--- src/rtl/msg_tx_serializer.sv ---
// ============================================================================
// msg_tx_serializer
//
// Feeds a multi-byte message to a byte-wide UART transmitter, one byte at a
// time. Zero bytes can optionally be dropped, the byte order is selectable,
// and an optional terminator byte is sent after the message.
//
// Parameters
//   NUM_BYTES  message length in bytes (1..16)
//   SKIP_ZERO  1: bytes equal to 8'h00 are not transmitted
//   MSB_FIRST  0: byte 0 goes first, 1: byte NUM_BYTES-1 goes first
//   TERM_EN    1: TERM_BYTE is appended after the message
//   TERM_BYTE  terminator value
//
// Ports
//   clock           single clock, rising edge
//   reset           asynchronous, active-high reset
//   msg_in          packed message, byte k at [8k+7:8k]
//   start_transmit  request to send msg_in (only honoured in IDLE)
//   abort           synchronous cancel of the message in progress
//   tx_done         UART pulse: current byte finished
//   tx_byte         byte offered to the UART (holds between sends)
//   send            one-cycle strobe launching tx_byte
//   busy            high whenever the FSM is not in IDLE
//   done            one-cycle pulse on normal completion
//   sent_count      bytes launched for current/last message, incl. terminator
// ============================================================================
module msg_tx_serializer #(
    parameter int         NUM_BYTES = 7,
    parameter bit         SKIP_ZERO = 1'b1,
    parameter bit         MSB_FIRST = 1'b0,
    parameter bit         TERM_EN   = 1'b1,
    parameter logic [7:0] TERM_BYTE = 8'h0A
) (
    input  logic                   clock,
    input  logic                   reset,
    input  logic [NUM_BYTES*8-1:0] msg_in,
    input  logic                   start_transmit,
    input  logic                   abort,
    input  logic                   tx_done,
    output logic [7:0]             tx_byte,
    output logic                   send,
    output logic                   busy,
    output logic                   done,
    output logic [4:0]             sent_count
);

    typedef enum logic [1:0] {
        IDLE,
        SCAN,
        WAIT,
        TERM_WAIT
    } state_t;

    localparam logic [4:0] MSG_LEN = 5'(NUM_BYTES);

    state_t                   state_reg;
    logic [NUM_BYTES*8-1:0]   msg_reg;
    logic [4:0]               idx_reg;    // count of bytes already examined

    // Latched message viewed as individual bytes.
    logic [7:0] msg_bytes [NUM_BYTES];

    genvar gi;
    generate
        for (gi = 0; gi < NUM_BYTES; gi++) begin : g_bytes
            assign msg_bytes[gi] = msg_reg[8*gi +: 8];
        end
    endgenerate

    logic       all_scanned;
    logic [4:0] byte_pos;
    logic [7:0] cur_byte;
    logic       skip_byte;

    // Byte currently under examination. Once every byte has been examined
    // byte_pos falls outside the message (wraps for MSB_FIRST) and cur_byte
    // reads 0; it is not used in that case.
    always_comb begin
        all_scanned = (idx_reg == MSG_LEN);
        byte_pos    = MSB_FIRST ? (MSG_LEN - 5'd1 - idx_reg) : idx_reg;
        cur_byte    = 8'h00;
        for (int i = 0; i < NUM_BYTES; i++) begin
            if (byte_pos == 5'(i)) begin
                cur_byte = msg_bytes[i];
            end
        end
        skip_byte = SKIP_ZERO && (cur_byte == 8'h00);
    end

    always_ff @(posedge clock or posedge reset) begin
        if (reset) begin
            state_reg  <= IDLE;
            msg_reg    <= '0;
            idx_reg    <= '0;
            tx_byte    <= 8'h00;
            send       <= 1'b0;
            busy       <= 1'b0;
            done       <= 1'b0;
            sent_count <= 5'd0;
        end else begin
            // Strobes last a single cycle unless re-asserted below.
            send <= 1'b0;
            done <= 1'b0;

            case (state_reg)
                IDLE: begin
                    if (start_transmit) begin
                        msg_reg    <= msg_in;
                        idx_reg    <= 5'd0;
                        sent_count <= 5'd0;
                        busy       <= 1'b1;
                        state_reg  <= SCAN;
                    end
                end

                SCAN: begin
                    if (abort) begin
                        busy      <= 1'b0;
                        state_reg <= IDLE;
                    end else if (all_scanned) begin
                        if (TERM_EN) begin
                            tx_byte    <= TERM_BYTE;
                            send       <= 1'b1;
                            sent_count <= sent_count + 5'd1;
                            state_reg  <= TERM_WAIT;
                        end else begin
                            done      <= 1'b1;
                            busy      <= 1'b0;
                            state_reg <= IDLE;
                        end
                    end else if (skip_byte) begin
                        idx_reg <= idx_reg + 5'd1;
                    end else begin
                        tx_byte    <= cur_byte;
                        send       <= 1'b1;
                        sent_count <= sent_count + 5'd1;
                        idx_reg    <= idx_reg + 5'd1;
                        state_reg  <= WAIT;
                    end
                end

                // While send is high we are in the launch cycle; a tx_done
                // seen then belongs to the previous byte and is ignored.
                WAIT: begin
                    if (abort) begin
                        busy      <= 1'b0;
                        state_reg <= IDLE;
                    end else if (tx_done && !send) begin
                        state_reg <= SCAN;
                    end
                end

                TERM_WAIT: begin
                    if (abort) begin
                        busy      <= 1'b0;
                        state_reg <= IDLE;
                    end else if (tx_done && !send) begin
                        done      <= 1'b1;
                        busy      <= 1'b0;
                        state_reg <= IDLE;
                    end
                end

                default: begin
                    busy      <= 1'b0;
                    state_reg <= IDLE;
                end
            endcase
        end
    end

endmodule
--- config.mk ---
export PLATFORM = sky130hd
export DESIGN_NAME = msg_tx_serializer
export DESIGN_NICKNAME = d
export VERILOG_FILES = /design/src/rtl/msg_tx_serializer.sv
export SDC_FILE = /design/constraint.sdc
export NUM_CORES = 1
export LEC_CHECK = 0
export ABC_AREA = 1
export CORE_UTILIZATION = 45
export CTS_BUF_LIST = sky130_fd_sc_hd__clkbuf_2
export DETAILED_ROUTE_END_ITERATION = 12
export GPL_ROUTABILITY_DRIVEN = 0
export PLACE_DENSITY = 0.73
export SETUP_SLACK_MARGIN = 0.02
export SYNTH_ARGS = -nofsm -noshare
export SYNTH_HDL_FRONTEND = slang
export SYNTH_SLANG_ARGS = --single-unit
export TNS_END_PERCENT = 5
--- constraint.sdc ---
create_clock -name clock -period 2.4 [get_ports clock]
set_input_delay 0.48 -clock clock [delete_from_list [all_inputs] [get_ports clock]]
set_output_delay 0.48 -clock clock [all_outputs]
set_load 0.02 [all_outputs]
; Word level (Yosys, flattened, before mapping)
; Index checks and enable logic that the tools add are counted.
[word_totals]
register_bits = 79
in_bits = 61
output_inout_bits = 16
word_cells = 81
[classes]
n_addsub = 2
eq_ne = 19
mux = 38
n_bitwise = 1
n_reduce_logical = 13
[ops]
columns = cell, count
row1 = $mux 8, 9
row2 = $mux 5, 6
row3 = $eq 5x3->1 const B, 4
row4 = $pmux 5 s2, 2
row5 = $mux 2, 8
row6 = $reduce_and 4->1, 3
row7 = $mux 1, 11
row8 = $add 5x1->5 const B, 2
row9 = $eq 5x2->1 const B, 2
row10 = $ne 3x3->1 const B, 3
row11 = $logic_not 8->1, 1
row12 = $ne 2x2->1 const B, 4
row13 = $pmux 2 s4, 1
row14 = $reduce_and 3->1, 2
row15 = $eq 5x1->1 const B, 1
row16 = $logic_not 5->1, 1
row17 = $eq 2x2->1 const B, 2
row18 = $ne 4x4->1 const B, 1
row19 = $pmux 1 s3, 1
row20 = $eq 2x1->1 const B, 1
row21 = $logic_not 2->1, 1
row22 = $ne 2x1->1 const B, 1
row23 = $reduce_and 2->1, 1
row24 = $reduce_bool 2->1, 1
row25 = 4 further kinds, 4

; Logic depth before layout (Yosys ltp)
[logic_depth]
ltp_word = 13
mapped_depth = 19
mapped_depth_nobuf = 19

; Worst setup path after synthesis
; OpenSTA, ideal clock, no wires.
[synth_timing]
kind = reg-to-reg
from = register idx_reg[1] (netlist: byte_pos[1])
to = register sent_count[0]
setup_time_ps = 117
arrival_ps = 1997
required_time_ps = 2283
setup_slack_ps = 285
path_stages_with_launch = 17
n_path_buf = 1
synth_period_minus_slack_ps = 2115
cell_sequence = dfrtp_1 > inv_1 > ha_1 > inv_2 > nor2_4 > nand2_2 > buf_6 > o21ai_0 > inv_1 > a21oi_1 > nand2_1 > nor2_2 > nand2_2 > nand2_2 > nand2_2 > nand2_1 > nand2_1
[synth_via]
elab_chain_cells = 11
word_cells_on_any_way = 21
cone_classes = eq/ne: 8 / mux: 10 / reduce/logical: 3
[synth_lines]
columns = element, line
row1 = "start, declared", 59  ; logic [4:0] idx_reg;
row2 = "start signal, assigned", 133  ; idx_reg <= idx_reg + 5'd1;
row3 = "start signal, assigned", 138  ; idx_reg <= idx_reg + 5'd1;
row4 = $logic_not 5->1, 84  ; if (byte_pos == 5'(i)) begin
row5 = $mux 8 (7 in a row), 84
row6 = $logic_not 8->1, 88  ; skip_byte = SKIP_ZERO && (cur_byte == 8'h00);
row7 = $ne 3x3->1 (no source line), -
row8 = $reduce_and 4->1 (no source line), -
row9 = "end signal, assigned", 125  ; sent_count <= sent_count + 5'd1;
row10 = "end signal, assigned", 137  ; sent_count <= sent_count + 5'd1;
row11 = "end, declared", 45  ; output logic [4:0] sent_count
; Several ways; a longest one is shown, not always the timed one. The select of a mux whose other input is x is not followed.
; A chain may end at the register's enable or synchronous reset.

; Worst setup path in the final report
[layout_timing]
from = register idx_reg[0] (netlist: byte_pos[0])
to = register tx_byte[0]
[layout_via]
elab_chain_cells = 11
word_cells_on_any_way = 20
cone_classes = eq/ne: 8 / mux: 9 / reduce/logical: 3
[layout_lines]
columns = element, line
row1 = $logic_not 5->1, 84
row2 = $mux 8 (7 in a row), 84
row3 = $logic_not 8->1, 88
row4 = $ne 2x2->1 (no source line), -
row5 = $reduce_and 3->1 (no source line), -
row6 = "end signal, assigned", 135  ; tx_byte <= cur_byte;
row7 = "end, declared", 41  ; output logic [7:0] tx_byte,
; Several ways; a longest one is shown, not always the timed one. The select of a mux whose other input is x is not followed.

==> impl_metrics.json <==
{
  "clock_latency_ps": 530,
  "num_rows": 34,
  "reg2regPathDepth": 19,
  "dpl.hpwl_um": 6770,
  "num_antenna_cells": 0,
  "worstPathRequired_ps": 2860,
  "hp-class": "input port to async pin",
  "die_area_sq_mm": 0.00938,
  "crit_start": "byte_pos[0]",
  "max_stage_delay_ps": 430,
  "cts.sinks": 79,
  "worst_pin_slew_ps": 562,
  "power.density_mw_per_mm2": 1140,
  "nets": 704,
  "synthCells": 535,
  "grt_pass1_vias": 3412,
  "hold_ws_ps": 310,
  "htreeDepth": 3,
  "largest_register_ffs": 56,
  "track_usage": 0.206,
  "final-hold-violation-count": 0,
  "cp_max_fo": 6,
  "start_util": 0.464,
  "crit_path_end_kind": "flip-flop",
  "synth_top_flop_cell": "dfrtp_1",
  "synth-edff-count": 0,
  "finalPower_mw": 6.12,
  "area_growth_syn_to_layout_pct": 32.8,
  "die_h_um": 96.8,
  "rr_endpoint": "tx_byte[0]",
  "grt_antenna_before_repair": 0,
  "max_freq_mhz": 424,
  "synth_cell_types": 31,
  "firstDrtPassIters": 4,
  "die_x_um": 96.8,
  "viasPerCell": 4.92,
  "antenna_left": 0,
  "async_flop_share": 1.00,
  "cp_top_family": "simple AND/OR/NAND/NOR gates",
  "cts_hold_buf": 0,
  "r2r_setup_slack_ps": 40,
  "cts.clk_slew.worst_paths_ps": 230,
  "cp.depth": 19,
  "ir_worst_vdd_mv": 0.439,
  "grt_pass1_wl_um": 15700,
  "synth-seq-cells": 79,
  "crit_end": "tx_byte[0]",
  "clockBufferDepth": 2,
  "io_pins": 77,
  "critPathLaunchType": "flip-flop",
  "cts_tree": "done",
  "totalWireLength_um": 9540,
  "rsz0062_at_grt": "yes",
  "p_leak_nw": 2.71,
  "setup_viol": 0,
  "wl_per_cell_um": 12.8,
  "grt_max_degree": 45,
  "grt_overflow": 0,
  "finalCritPeriodShare": 0.982,
  "fin_skew_ps": 35.8,
  "slew_headroom": 0.625,
  "drv_slew": 0,
  "instances_no_fill": 747,
  "cts-buffers-inserted": 9,
  "fin_setup_tns_ps": 0,
  "crit_path_cell_trace": "buf_4 > ha_2 > inv_2 > nor2_4 > nand2_4 > buf_4 > o21ai_0 > inv_1 > nand2_1 > nand2_1 > nand2_1 > nand2_1 > nand2_2 > nor2_4 > nand2_4 > nand2_4 > buf_4 > nand2_1 > nand2_1",
  "criticalPathCategory": "flip-flop to flip-flop",
  "io_buffers": 76,
  "crit_path_frequent_cell": "nand2_1",
  "drtIter0Drc": 222,
  "synth-seq-area-share": 0.488,
  "syn_area_sq_mm": 0.00405,
  "place_inst": 712,
  "crit_buf_inv": 5,
  "drive_gt1_frac": 0.150,
  "max_cap_viol_count": 0,
  "synth.avg_cell_area_sq_um": 7.57,
  "syn_nets": 605,
  "cts-root-buf": "clkbuf_2",
  "ys_warn_count": 0,
  "drc": 0,
  "period_minus_slack_ps": 2360,
  "crit_slowest_cell": "dfrtp_1",
  "r2r_start": "byte_pos[0]",
  "arrival_ps": 2820,
  "outcome": "complete, no violations",
  "coreArea_sq_mm": 0.00872,
  "vias": 3672
}
==> worst reg2reg max path: stages (launching register included) <==
cell and delay (ps):
dfrtp_1 430, buf_4 140, ha_2 180, inv_2 50, nor2_4 160, nand2_4 100
buf_4 160, o21ai_0 160, inv_1 70, nand2_1 70, nand2_1 50, nand2_1 80
nand2_1 70, nand2_2 80, nor2_4 50, nand2_4 100, nand2_4 90, buf_4 170
nand2_1 50, nand2_1 50
==> logic make-up (layout without fill, tap and decap cells) <==
logic type,after synthesis,in the layout,synth area share
AO/OA/AOI/OAI,58,58,0.0794
AND/OR/NAND/NOR,306,309,0.317
flip-flops,79,79,0.488
buffers and inverters,80,181,0.0810
XOR/XNOR,3,3,0.00649
adder cells (fa/ha/maj),9,9,0.0278
==> cells in the final DEF (no fill, tap or decap), drive strengths merged <==
master	n
xor2	2
nor2	31
a21oi	9
buf	25
a31oi	1
clkdlybuf4s50	76
clkinv	2
ha	9
xnor2	1
bufinv	3
clkbuf	11
inv	62
nor3	3
a21boi	1
nand4	3
a221o	1
nor4	1
dfrtp	79
nand3	38
o21ai	46
nand2	227
clkinvlp	2
or2	6
==> final cells by class <==
type	count	area, sq um
Inverter	64	244
Timing Repair Buffer	101	961
Tap cell	108	135
Fill cell	763	3340
Clock inverter	5	106
Multi-Input combinational cell	379	1900
Sequential cell	79	1980
Clock buffer	11	55.1
==> cells in the mapped netlist (2+ instances only) <==
| master | number | area (sq um) |
|---|---|---|
| nand2_1 | 218 | 818 |
| dfrtp_1 | 79 | 1980 |
| inv_1 | 58 | 218 |
| nand3_1 | 38 | 190 |
| o21ai_0 | 38 | 190 |
| nor2_1 | 24 | 90.1 |
| clkbuf_1 | 11 | 41.3 |
| ha_1 | 9 | 113 |
| a21oi_1 | 7 | 35.0 |
| inv_2 | 5 | 18.8 |
| nand2_2 | 4 | 25.0 |
| nor2_2 | 4 | 25.0 |
| o21ai_1 | 4 | 20.0 |
| o21ai_2 | 4 | 35.0 |
| or2_0 | 4 | 25.0 |
| buf_6 | 3 | 33.8 |
| nand4_1 | 3 | 18.8 |
| nor2_4 | 3 | 33.8 |
| nor3_1 | 3 | 15.0 |
| a21oi_2 | 2 | 17.5 |
| nand2_4 | 2 | 22.5 |
| or2_2 | 2 | 12.5 |
| xor2_1 | 2 | 17.5 |
==> power by group <==
part	internal [mW]	switching (mW)	leakage [nW]
Combinational	1.17	1.80	1.62
Sequential	1.89	0.325	0.998
Clock	0.459	0.473	0.0924
==> how the worst min path moves through the flow <==
stage	from	end	slack (ps)	depth (start not counted)
finish	reset	msg_reg[49]	310	2
global route	reset	sent_count[2]	290	2
CTS	reset	sent_count[2]	310	2
detailed placement	msg_reg[23]	msg_reg[23]	460	2
global placement	msg_reg[22]	msg_reg[22]	460	2
floorplan	msg_reg[22]	msg_reg[22]	440	2
==> routing by layer <==
layer,share of wire,GRT usage
met4,0.024,0.0884
met3,0.049,0.0376
met1,0.48,0.293
met5,0,0
met2,0.45,0.310
==> metrics by stage <==
step           setup slack, ps  cell area (sq um)   util
2_1_floorplan              285               4050      -
3_3_place_gp             -2.95               4940  0.566
3_5_place_dp              -143               4940  0.566
4_1_cts                   24.8               5170  0.593
5_1_grt                  -77.2               5380  0.616
6_report                  43.8               5380  0.616
==> timing repair <==
item,4_1_cts,5_1_grt
buffers inserted,7,9
pin swaps,2,15
endpoints found under the setup margin,16,16
gates resized for setup,9,35
endpoints found under the hold margin,0,0
gates cloned,0,3
Note: power is estimated with default switching activity, not from simulation.
